==> src/rtl/instr_fetch_queue_if.sv <==
// instr_fetch_queue_if: fetch-side bus bundle between the fetch queue, instruction memory, execute and decode.
//   fetch_en                   : fetch permission
//   imem_a / imem_rd           : instruction memory address out, combinational read data in
//   redirect_valid/redirect_pc : one-cycle PC redirect from execute
//   out_valid/out_ready        : decode handshake carrying out_instr/out_pc
//   misalign_err               : sticky misaligned-redirect flag
//   master = fetch queue, slave = its environment
interface instr_fetch_queue_if #(
    parameter int ADDR_W = 32,
    parameter int DATA_W = 32
);
    logic              fetch_en;
    logic [ADDR_W-1:0] imem_a;
    logic [DATA_W-1:0] imem_rd;
    logic              redirect_valid;
    logic [ADDR_W-1:0] redirect_pc;
    logic              out_valid;
    logic              out_ready;
    logic [DATA_W-1:0] out_instr;
    logic [ADDR_W-1:0] out_pc;
    logic              misalign_err;

    modport master (
        input  fetch_en, imem_rd, redirect_valid, redirect_pc, out_ready,
        output imem_a, out_valid, out_instr, out_pc, misalign_err
    );

    modport slave (
        output fetch_en, imem_rd, redirect_valid, redirect_pc, out_ready,
        input  imem_a, out_valid, out_instr, out_pc, misalign_err
    );
endinterface

==> src/rtl/instr_fetch_queue.sv <==
// instr_fetch_queue: fetches instruction words and presents {pc, instr} pairs to decode through a small queue.
//   clk   : rising-edge clock
//   rst_n : asynchronous active-low reset
//   bus   : instr_fetch_queue_if master (memory port, redirect input, decode handshake, misalign flag)
module instr_fetch_queue #(
    parameter int                ADDR_W   = 32,
    parameter int                DATA_W   = 32,
    parameter logic [ADDR_W-1:0] RESET_PC = 32'h0000_0000,
    parameter int                DEPTH    = 2
) (
    input logic                  clk,
    input logic                  rst_n,
    instr_fetch_queue_if.master  bus
);
    localparam int PW = $clog2(DEPTH);
    localparam logic [PW:0] FULL = (PW+1)'(DEPTH);

    logic [ADDR_W-1:0] fetch_pc;
    logic [ADDR_W-1:0] pc_q [DEPTH];
    logic [DATA_W-1:0] instr_q [DEPTH];
    logic [PW-1:0]     rd_ptr, wr_ptr;
    logic [PW:0]       count;
    logic              misalign;
    logic              pop, push;

    assign pop  = bus.out_valid & bus.out_ready;
    // a full queue still accepts a new word when the head leaves in the same cycle
    assign push = bus.fetch_en & ~bus.redirect_valid & ((count < FULL) | pop);

    assign bus.imem_a       = fetch_pc;
    assign bus.out_valid    = count != '0;
    assign bus.out_instr    = instr_q[rd_ptr];
    assign bus.out_pc       = pc_q[rd_ptr];
    assign bus.misalign_err = misalign;

    always_ff @(posedge clk or negedge rst_n) begin
        if (!rst_n) begin
            fetch_pc <= RESET_PC;
            count    <= '0;
            rd_ptr   <= '0;
            wr_ptr   <= '0;
            misalign <= 1'b0;
            for (int i = 0; i < DEPTH; i++) begin
                pc_q[i]    <= '0;
                instr_q[i] <= '0;
            end
        end else if (bus.redirect_valid) begin
            // flush: any same-cycle push or pop is dropped
            fetch_pc <= {bus.redirect_pc[ADDR_W-1:2], 2'b00};
            count    <= '0;
            rd_ptr   <= '0;
            wr_ptr   <= '0;
            if (|bus.redirect_pc[1:0])
                misalign <= 1'b1;
        end else begin
            if (push) begin
                pc_q[wr_ptr]    <= fetch_pc;
                instr_q[wr_ptr] <= bus.imem_rd;
                wr_ptr          <= wr_ptr + PW'(1);
                fetch_pc        <= fetch_pc + ADDR_W'(4);
            end
            if (pop)
                rd_ptr <= rd_ptr + PW'(1);
            count <= count + (PW+1)'(push) - (PW+1)'(pop);
        end
    end
endmodule

==> src/flat_wrapper.sv <==
// flat-port wrapper written by rule: the top's interface ports become plain ports
module instr_fetch_queue_flat 
#(
    parameter int                ADDR_W   = 32,
    parameter int                DATA_W   = 32,
    parameter logic [ADDR_W-1:0] RESET_PC = 32'h0000_0000,
    parameter int                DEPTH    = 2
)
  (clk, rst_n, bus_fetch_en, bus_imem_rd, bus_redirect_valid, bus_redirect_pc, bus_out_ready, bus_imem_a, bus_out_valid, bus_out_instr, bus_out_pc, bus_misalign_err);
  instr_fetch_queue_if #(.ADDR_W(ADDR_W), .DATA_W(DATA_W)) bus_i ();
  input logic clk;
  input logic rst_n;
  input wire logic [$bits(bus_i.fetch_en)-1:0] bus_fetch_en;
  input wire logic [$bits(bus_i.imem_rd)-1:0] bus_imem_rd;
  input wire logic [$bits(bus_i.redirect_valid)-1:0] bus_redirect_valid;
  input wire logic [$bits(bus_i.redirect_pc)-1:0] bus_redirect_pc;
  input wire logic [$bits(bus_i.out_ready)-1:0] bus_out_ready;
  output wire logic [$bits(bus_i.imem_a)-1:0] bus_imem_a;
  output wire logic [$bits(bus_i.out_valid)-1:0] bus_out_valid;
  output wire logic [$bits(bus_i.out_instr)-1:0] bus_out_instr;
  output wire logic [$bits(bus_i.out_pc)-1:0] bus_out_pc;
  output wire logic [$bits(bus_i.misalign_err)-1:0] bus_misalign_err;
  assign bus_i.fetch_en = bus_fetch_en;
  assign bus_i.imem_rd = bus_imem_rd;
  assign bus_i.redirect_valid = bus_redirect_valid;
  assign bus_i.redirect_pc = bus_redirect_pc;
  assign bus_i.out_ready = bus_out_ready;
  assign bus_imem_a = bus_i.imem_a;
  assign bus_out_valid = bus_i.out_valid;
  assign bus_out_instr = bus_i.out_instr;
  assign bus_out_pc = bus_i.out_pc;
  assign bus_misalign_err = bus_i.misalign_err;
  instr_fetch_queue #(.ADDR_W(ADDR_W), .DATA_W(DATA_W), .RESET_PC(RESET_PC), .DEPTH(DEPTH)) u_core (.clk(clk), .rst_n(rst_n), .bus(bus_i));
endmodule
==> config.mk <==
export PLATFORM = sky130hd
export DESIGN_NAME = instr_fetch_queue_flat
export DESIGN_NICKNAME = d
export VERILOG_FILES = /design/src/rtl/instr_fetch_queue_if.sv /design/src/rtl/instr_fetch_queue.sv /design/src/flat_wrapper.sv
export SDC_FILE = /design/constraint.sdc
export NUM_CORES = 1
export LEC_CHECK = 0
export ABC_AREA = 1
export CORE_ASPECT_RATIO = 0.7
export CORE_MARGIN = 5
export CORE_UTILIZATION = 55
export CTS_BUF_LIST = sky130_fd_sc_hd__clkbuf_8 sky130_fd_sc_hd__clkbuf_16
export DETAILED_ROUTE_END_ITERATION = 8
export GPL_TIMING_DRIVEN = 0
export PLACE_DENSITY = 0.92
export SYNTH_ARGS = -nofsm -noshare
export SYNTH_HDL_FRONTEND = slang
export SYNTH_SLANG_ARGS = --single-unit
export TNS_END_PERCENT = 100
==> constraint.sdc <==
create_clock -name clk -period 2.3 [get_ports clk]
set_input_delay 0.23 -clock clk [delete_from_list [all_inputs] [get_ports clk]]
set_output_delay 0.23 -clock clk [all_outputs]
set_load 0.02 [all_outputs]
=== Yosys cells after proc, flatten, opt, wreduce, memory -nomap -nowiden ===
Cells that the tools add are included.

* Flip-flop bits (word level): 165
* Input port bits: 69
* Output and inout port bits: 98
* Logic and storage cells: 49

* $add $sub $neg: 5
* $lt $le $gt $ge: 4
* Mux-type cells: 17
* Bitwise logic cells: 7
* Reduce and logical (&&, ||, !) cells: 7

{| class="wikitable"
|+ Operator list
! cell !! number
|-
| $mux 32 || 9
|-
| $bwmux 64 || 2
|-
| $add 32x3->32 const B || 1
|-
| $demux 32 s1 || 1
|-
| $reduce_bool 2->1 || 3
|-
| $ge 2x2->1 const B || 2
|-
| $mux 1 || 4
|-
| $not 1->2 || 2
|-
| $reduce_and 2->1 || 2
|-
| $and 1x1->1 || 3
|-
| $add 1x1->1 const B || 2
|-
| $add 2x1->2 || 1
|-
| $lt 2x1->1 const B || 1
|-
| $lt 2x2->1 const B || 1
|-
| $mux 2 || 1
|-
| $reduce_or 2->1 || 1
|-
| $sub 2x1->2 || 1
|-
| $logic_and 1x1->1 || 1
|-
| $not 1->1 || 1
|-
| $or 1x1->1 || 1
|}

=== Logic depth before layout (Yosys ltp) ===
Gate-level depths: netlist of run 1.

* Word-level depth: 7
* Gate-level depth with buffers: 9
* Gate-level depth less buffers: 9

=== Worst setup path after synthesis of run 1 ===
Ideal clock, no wire load.

* Kind: register to register
* From: reg u_core.count[1]
* To: reg u_core.count[1]
* Setup time: 0.131 ns
* Arrival time: 1.522 ns
* Required time: 2.169 ns
* Slack: 0.647 ns
* Cell stages (with the launch flop): 9
* Path buffers: 0
* Period minus slack after synthesis: 1.653 ns
* Path through: dfrtp_1 > or2_2 > nand2_1 > inv_1 > ha_1 > inv_1 > ha_1 > xor2_1 > nor2_1

* Word-level cells in the longest chain between the ends: 7
* Elaborated cells on any way between the ends: 8
* Classes of those cells: add/sub: 2; order compare: 1; mux: 1; bitwise: 3; reduce/logical: 1

{| class="wikitable"
|+ Ends and longest elaborated chain
! item !! RTL line !! text
|-
| start: declaration || instr_fetch_queue.sv:22 || <nowiki>logic [PW:0] count;</nowiki>
|-
| start signal: assignment || instr_fetch_queue.sv:64 || <nowiki>count <= count + (PW+1)'(push) - (PW+1)'(pop);</nowiki>
|-
| $reduce_bool 2->1 (*) || instr_fetch_queue.sv:31 || <nowiki>assign bus.out_valid = count != '0;</nowiki>
|-
| named net bus_out_valid || flat_wrapper.sv:19 || <nowiki>output wire logic [$bits(bus_i.out_valid)-1:0] bus_out_valid;</nowiki>
|-
| $and 1x1->1 (*) || instr_fetch_queue.sv:26 || <nowiki>assign pop = bus.out_valid & bus.out_ready;</nowiki>
|-
| $or 1x1->1 || instr_fetch_queue.sv:28 || <nowiki>assign push = bus.fetch_en & ~bus.redirect_valid & ((count < FULL) | pop);</nowiki>
|-
| $and 1x1->1 || instr_fetch_queue.sv:28 ||
|-
| $add 2x1->2 || instr_fetch_queue.sv:64 ||
|-
| $sub 2x1->2 (*) || instr_fetch_queue.sv:64 ||
|-
| $mux 2 (*) || instr_fetch_queue.sv:47 || <nowiki>end else if (bus.redirect_valid) begin</nowiki>
|}

The timed path passes the listed nets; every way through them passes the cells marked *.
A chain may end at the register's enable or synchronous reset.

=== Final worst setup path of run 1 ===
* From: reg u_core.rd_ptr
* To: out bus_out_instr[12]

* Word-level cells in the longest chain between the ends: 4

{| class="wikitable"
|+ Ends and longest elaborated chain
! item !! RTL line !! text
|-
| start: declaration || instr_fetch_queue.sv:21 || <nowiki>logic [PW-1:0] rd_ptr, wr_ptr;</nowiki>
|-
| start signal: assignment || instr_fetch_queue.sv:63 || <nowiki>rd_ptr <= rd_ptr + PW'(1);</nowiki>
|-
| $not 1->2 (not written as such) || instr_fetch_queue.sv:32 || <nowiki>assign bus.out_instr = instr_q[rd_ptr];</nowiki>
|-
| $mux 32 (not written as such) (3 in series) || instr_fetch_queue.sv:32 ||
|-
| end: declaration || flat_wrapper.sv:20 || <nowiki>output wire logic [$bits(bus_i.out_instr)-1:0] bus_out_instr;</nowiki>
|}

Every way passes these cells. The select of a mux whose other input is x is not followed.

==> key figures, run 1 <==
STA
  • Fin crit share: 95.1%
  • Hold Vio Cnt, Final: 0
  • Setup Skew: 0.00629 ns
  • RSZ-0062 raised after global routing: false
  • Fmax: 457 MHz
  • Minimum clock period: 2.19 ns
  • Slew Viols, Final: 0
  • Final setup fails: 0
  • Setup TNS: 0 ns
  • Slew at the pin closest to its max-slew limit: 0.573 ns
  • Worst rel slew slack: 61.8%

Critical path
  • R2r startpoint: u_core.count[1]
  • Worst R2R Setup Slack: 0.49 ns
  • CP startpoint kind: register
  • CP endpoint kind: output port
  • R2R cell count: 8
  • Crit Path Class: register to output port
  • Critical Path Start: u_core.rd_ptr
  • Critical path data required time: 2.07 ns
  • Reg-to-reg endpoint: u_core.count[1]
  • Crit-path max FO: 10
  • Arr. time, crit path: 1.96 ns

Floorplanning
  • Die Y: 109 um
  • Die X: 152 um
  • Site row count: 36
  • Initial Util: 55.8%
  • Core area: 13,800 sq um
  • Die area: 16,500 sq um
  • Top-level I/O count: 167

Synth
  • Area share of fa/ha/maj cells after synthesis: 0.486%
  • Number of synthesized register bits: 159
  • Xor/xnor share of the synthesized area: 0.795%
  • Largest family of logic cells by synthesized area: simple AND/OR/NAND/NOR gates
  • Post-synthesis simple-gate area fraction: 27.6%
  • Compound-gate portion of the synthesized area: 11.0%
  • Synth Cell Area: 7720 sq um
  • Avg Cell Area, Syn: 7.56 sq um
  • Yosys warns: 0
  • Mapped Cells: 1,020
  • Netlist cell types: 29
  • Post-synthesis mux area share: 0%
  • Register area share after synthesis: 51.6%

Route
  • Initial DRT Pass Iterations: 5
  • Antenna-violating nets left: 0
  • Number of remaining DRC errors: 0
  • Iter 0 DRT Violations: 651
  • Via count: 7,579
  • DR vias/cell: 5.38
  • WL per Instance: 16.4 um
  • Post-Route WL: 23,000 um

Global routing
  • GRT overflow: 0
  • Initial antenna violation count: 0
  • Largest net degree at the start of global routing: 104
  • Number of global-route vias before repair: 7,489
  • Overall Global Routing Usage: 28.6%
  • Global-route wire length before repair: 36,700 um

Final layout
  • Final core occ: 74.5%
  • FILL cells: 975
  • Register Area: 3980 sq um
  • N_diodes: 0
  • Post-Layout Inst Area: 10,300 sq um
  • Area occupied by multi-input gates: 3100 sq um
  • Layout cells sized above 1: 6.81%
  • NumNets Final: 1,277
  • Syn-to-layout area delta: 33.5%

Power
  • PnR Total Power: 11.5 mW
  • Cell Pwr Density: 1120 nW/um^2
  • Max IR drop VDD: 0.000697 V
  • Pleak: 5.62 nW

Clocking
  • Max H-tree Level: 4
  • TritonCTS clock tree: built
  • Worst-Skew Late Latency: 0.43 ns
  • Clk buf depth: 2
  • Clock transition at path regs: 0.06 ns
  • Root Driver: clkbuf_16
  • Cts bufs inserted: 17
  • CTS Sinks: 159
  • Post CTS Setup Buffer Count: 0

Placed design
  • Gp weighted congestion: 0.975
  • Port Buffer Count: 162
  • DP Area: 9620 sq um
  • Detailed placement HPWL: 16,200 um

Run status
  • Outcome: complete, no violations

Job
  • Max Cap Viol: 0

Worst hold path
  • Hold Crit Class: primary input to async pin
## cell usage after synthesis
| cell type | number | area [sq um] |
|---|---|---|
| nand2_2 | 1 | 6.26 |
| buf_2 | 7 | 35.0 |
| xor2_1 | 5 | 43.8 |
| and2_1 | 2 | 12.5 |
| nand3_1 | 43 | 215 |
| nand2_1 | 444 | 1670 |
| o211ai_1 | 2 | 15.0 |
| ha_1 | 3 | 37.5 |
| o21ai_1 | 73 | 365 |
| dfrtp_1 | 159 | 3980 |
| xnor2_1 | 2 | 17.5 |
| o21ai_0 | 80 | 400 |
| or2_2 | 1 | 6.26 |
| inv_1 | 91 | 342 |
| a21oi_1 | 3 | 15.0 |
| nand2_4 | 2 | 22.5 |
| conb_1 | 1 | 3.75 |
| nor2_2 | 4 | 25.0 |
| o221ai_1 | 1 | 8.76 |
| clkbuf_1 | 25 | 93.8 |
| nor2_1 | 43 | 161 |
| o21bai_1 | 5 | 37.5 |
| buf_6 | 10 | 113 |
| a31oi_1 | 1 | 6.26 |
| buf_1 | 1 | 3.75 |
| buf_4 | 7 | 52.6 |
| nand3_4 | 1 | 17.5 |
| inv_4 | 1 | 6.26 |
| inv_2 | 2 | 7.51 |
## where the power goes
group	internal, mW	switching (mW)	leakage [nW]	total [mW]
clock	1.51	1.22	0.277	2.73
combinational	1.80	2.62	3.36	4.42
sequential	3.75	0.633	1.98	4.38
## worst max-delay path, stage by stage, from the launching register on
cell,delay (ns)
dfrtp_2,0.50
buf_2,0.28
nand2_1,0.09
nand2_1,0.08
clkdlybuf4s50_1,0.60
## how the worst max path moves through the flow
stage,to,slack (ns),cells after the start
3_5_place_dp,bus_out_instr[23],-0.03,6
5_1_grt,bus_out_instr[12],0.03,4
6_report,bus_out_instr[12],0.11,4
3_3_place_gp,u_core.instr_q[32],-5.19,1
4_1_cts,bus_out_instr[11],0.001,5
2_1_floorplan,u_core.count[1],0.65,8
## state kept, by name, summed over array words and instances (netlist names)
signal                   count
u_core.bus.imem_a           30
u_core.count                 2
u_core.wr_ptr                1
u_core.pc_q                 60
u_core.bus.misalign_err      1
u_core.rd_ptr                1
u_core.instr_q              64
## layout by cell type, fill, tap and decap left out, drive strengths merged, types with 2 or more instances in the layout
cell           count
inv              101
ha                 3
clkdlybuf4s50    102
nor2              47
xor2               5
dfrtp            159
o211ai             2
conb               4
nand2            447
o21bai             5
buf               27
a21oi              3
dlygate4sd2       17
clkinvlp           2
clkbuf            41
dlymetal6s2s      42
o21ai            153
xnor2              2
and2               2
nand3             44
clkinv             5
## metrics by stage
stage / std cells / hold WS (ns) / worst slack, ns
global route: 1408 / 0.367 / 0.0343
floorplan: 1023 / -0.0656 / 0.647
CTS: 1408 / 0.353 / 0.00106
detailed placement: 1376 / 0.230 / -0.0343
global placement: 1375 / 0.463 / -5.19
finish: 1408 / 0.334 / 0.112
## logic make-up (layout without fill, tap and decap cells)
family | after synthesis | after routing
other cells | 1 | 4
fa+ha+maj | 3 | 3
buf+inv | 144 | 339
flops | 159 | 159
simple gates | 541 | 541
xor+xnor | 7 | 7
compound gates | 165 | 165
## timing repair
item | 4_1_cts | 5_1_grt
hold buffers | 1 | 0
gates resized for setup | 37 | 42
setup endpoints to repair | 61 | 42
cloned | 0 | 0
pin swaps | 0 | 0
endpoints found under the hold margin | 56 | 0
## layer usage
layer	GRT usage (%)	vias to the layer above	wire, um
li1	-	3557	-
met1	38.9	3569	9660
met2	44.9	401	10400
met3	7.40	52	2330
met4	9.81	0	591
met5	0	-	0
## area by class of cell
class,instances,area share (%)
buffer,49,3.15
clock buffer,17,4.13
clock inverter,15,1.30
inverter,94,3.47
multi-input combinational,720,30.1
sequential,159,38.6
tap,190,2.31
timing repair buffer,164,16.9
(Power assumes the default switching activity.)
==> run 2: changes to the inputs <==
--- a/config.mk
+++ b/config.mk
@@ -13,6 +13,7 @@
 export DETAILED_ROUTE_END_ITERATION = 8
 export GPL_TIMING_DRIVEN = 0
 export PLACE_DENSITY = 0.92
+export SLEW_MARGIN = 10
 export SYNTH_ARGS = -nofsm -noshare
 export SYNTH_HDL_FRONTEND = slang
 export SYNTH_SLANG_ARGS = --single-unit
==> key figures, run 2 (synthesis gave the netlist of run 1 again) <==
Run status
  • Outcome: complete, no violations (unchanged)

Final layout
  • Layout cells sized above 1: 6.89% (was 6.81%)
  • N_diodes: 0 (unchanged)
  • Syn-to-layout area delta: 34.8% (was 33.5%)
  • Post-Layout Inst Area: 10,400 sq um (was 10,300 sq um)
  • Max reg flops: 64 (unchanged)
  • Most frequent cells in the layout: nand2_1, dfrtp_1, clkdlybuf4s50_1 (unchanged)
  • Reg with most FFs: u_core.instr_q (unchanged)
  • Final instance count without filler cells: 1,410 (was 1,408)
  • Commonest non-fill, non-tap cell in the layout: nand2_1 (unchanged)
  • NumNets Final: 1,279 (was 1,277)

Floorplanning
  • Die area: 16,500 sq um (unchanged)
  • Die X: 152 um (unchanged)
  • Initial Util: 55.8% (unchanged)
  • Die Y: 109 um (unchanged)
  • Core area: 13,800 sq um (unchanged)
  • Top-level I/O count: 167 (unchanged)
  • Site row count: 36 (unchanged)

Critical path
  • Critical path's most frequent cell: nand2_1 (unchanged)
  • Crit-path max FO: 10 (unchanged)
  • R2r startpoint: u_core.count[1] (unchanged)
  • CP endpoint kind: output port (unchanged)
  • R2R cell count: 8 (unchanged)
  • Critical path data required time: 2.07 ns (about the same)
  • Buf+Inv Stages, Crit Path: 3 (was 2)
  • Stages on worst setup path: 5 (was 4)
  • Reg-to-reg endpoint: u_core.count[1] (unchanged)
  • Top delay family on crit path: buffers and inverters (unchanged)
  • CP startpoint kind: register (unchanged)
  • Crit-path slowest cell: clkdlybuf4s50_1 (unchanged)
  • Worst path cell trace: inv_4 -> clkbuf_4 -> nand2_1 -> nand2_1 -> clkdlybuf4s50_1 (was buf_2 -> nand2_1 -> nand2_1 -> clkdlybuf4s50_1)
  • Max incr delay on CP: 0.62 ns (was 0.60 ns)
  • Worst R2R Setup Slack: 0.49 ns (about the same)
  • Crit Path Class: register to output port (unchanged)
  • Arr. time, crit path: 2.02 ns (was 1.96 ns)

Placed design
  • DP Area: 9620 sq um (about the same)
  • Gp weighted congestion: 0.975 (unchanged)
  • Port Buffer Count: 162 (unchanged)
  • Detailed placement HPWL: 16,200 um (about the same)
  • Placed insts: 1,376 (unchanged)

STA
  • Fin crit share: 98.0% (was 95.1%)
  • Slew at the pin closest to its max-slew limit: 0.597 ns (was 0.573 ns)
  • Minimum clock period: 2.25 ns (was 2.19 ns)
  • Setup Skew: 0.00891 ns (was 0.00629 ns)
  • Slew Viols, Final: 0 (unchanged)
  • Min Hold Slack: 0.307 ns (was 0.334 ns)
  • Final setup fails: 0 (unchanged)
  • Fmax: 444 MHz (was 457 MHz)
  • Hold Vio Cnt, Final: 0 (unchanged)
  • Worst rel slew slack: 60.2% (was 61.8%)
  • Setup TNS: 0 ns (unchanged)

Power
  • Pleak: 5.65 nW (was 5.62 nW)
  • Max IR drop VDD: 0.000715 V (was 0.000697 V)
  • Cell Pwr Density: 1150 nW/um^2 (was 1120 nW/um^2)
  • PnR Total Power: 12.0 mW (was 11.5 mW)

Clocking
  • Root Driver: clkbuf_16 (unchanged)
  • Worst-Skew Late Latency: 0.43 ns (about the same)
  • Cts bufs inserted: 17 (unchanged)
  • TritonCTS clock tree: built (unchanged)
  • Clk buf depth: 2 (unchanged)
  • CTS Sinks: 159 (unchanged)
  • Clock transition at path regs: 0.06 ns (about the same)
  • Max H-tree Level: 4 (unchanged)

Global routing
  • Largest net degree at the start of global routing: 104 (unchanged)
  • Initial antenna violation count: 0 (unchanged)
  • GRT overflow: 0 (unchanged)
  • Overall Global Routing Usage: 28.8% (was 28.6%)
  • Number of global-route vias before repair: 7,435 (was 7,489)
  • Global-route wire length before repair: 36,900 um (was 36,700 um)

Route
  • WL per Instance: 17.3 um (was 16.4 um)
  • Via count: 7,784 (was 7,579)
  • Number of remaining DRC errors: 0 (unchanged)
  • Iter 0 DRT Violations: 941 (was 651)
  • DR vias/cell: 5.52 (was 5.38)
  • Antenna-violating nets left: 0 (unchanged)
  • Initial DRT Pass Iterations: 6 (was 5)
  • Post-Route WL: 24,400 um (was 23,000 um)

Worst hold path
  • Hold Crit Class: primary input to async pin (unchanged)

Job
  • Max Cap Viol: 0 (unchanged)
==> run 2: changes by cell type in the layout (fill, tap and decap cells not counted), sizes merged, moves of 2 or more <==
cell / delta
clkdlybuf4s50: +11
bufinv: +2
dlymetal6s2s: +2
dlygate4sd2: -13
clkinv: -3
inv: -3
buf: +3
clkbuf: +2
==> run 2: worst max path at each step <==
| stage | from | to | slack, ns |
|---|---|---|---|
| after global routing | u_core.rd_ptr | bus_out_instr[6] | -0.003 |
| after CTS | u_core.rd_ptr | bus_out_pc[16] | 0.008 |
| after detailed placement | u_core.rd_ptr | bus_out_instr[23] | -0.04 |
| final | u_core.rd_ptr | bus_out_instr[6] | 0.05 |
| after floorplan | u_core.count[1] | u_core.count[1] | 0.65 |
| after global placement | rst_n | u_core.instr_q[32] | -5.19 |
==> run 2: final cells by class <==
type	instances	area (sq um)
repair buffers	166	1780
well taps	190	238
fillers	921	3430
flip-flops and latches	159	3980
clock inverters	12	156
multi-input cells	720	3100
plain buffers	49	324
clock buffers	20	467
inverters	94	358
==> run 2: worst register-to-register path: stages, from the launching register on <==
cell and delay [ns]:
dfrtp_1 0.40, or2_2 0.32, nand2_1 0.17, inv_1 0.07, ha_1 0.27, inv_1 0.04
ha_1 0.18, xor2_1 0.18, nor2_1 0.06
==> run 2: timing repair <==
action / 4_1_cts / 5_1_grt
hold buffers: 1 / 0
hold endpoints to repair: 56 / 0
endpoints found under the setup margin: 61 / 48
setup buffers: 2 / 0
resized for setup: 23 / 47
==> run 2: through the flow <==
stage | utilization (%) | setup slack [ns]
floorplan | - | 0.647
global placement | 69.3 | -5.19
detailed placement | 69.6 | -0.0368
CTS | 74.4 | 0.00808
global route | 75.2 | -0.00320
finish | 75.2 | 0.0457
==> run 2: power by group <==
group / leakage (nW) / total, mW / switching [mW] / internal, mW
logic: 3.36 / 4.59 / 2.71 / 1.89
clock network: 0.301 / 2.99 / 1.18 / 1.80
registers: 1.98 / 4.42 / 0.666 / 3.75
total: 5.65 / 12.0 / 4.55 / 7.44
==> run 2: routing by layer <==
| metal | GRT usage, % | vias up | share of wire, % |
|---|---|---|---|
| met1 | 38.5 | 3652 | 40 |
| met2 | 45.1 | 496 | 45 |
| met3 | 8.93 | 79 | 12 |
| li1 | - | 3557 | - |
| met4 | 9.29 | 0 | 3.3 |
| met5 | 0 | - | 0 |
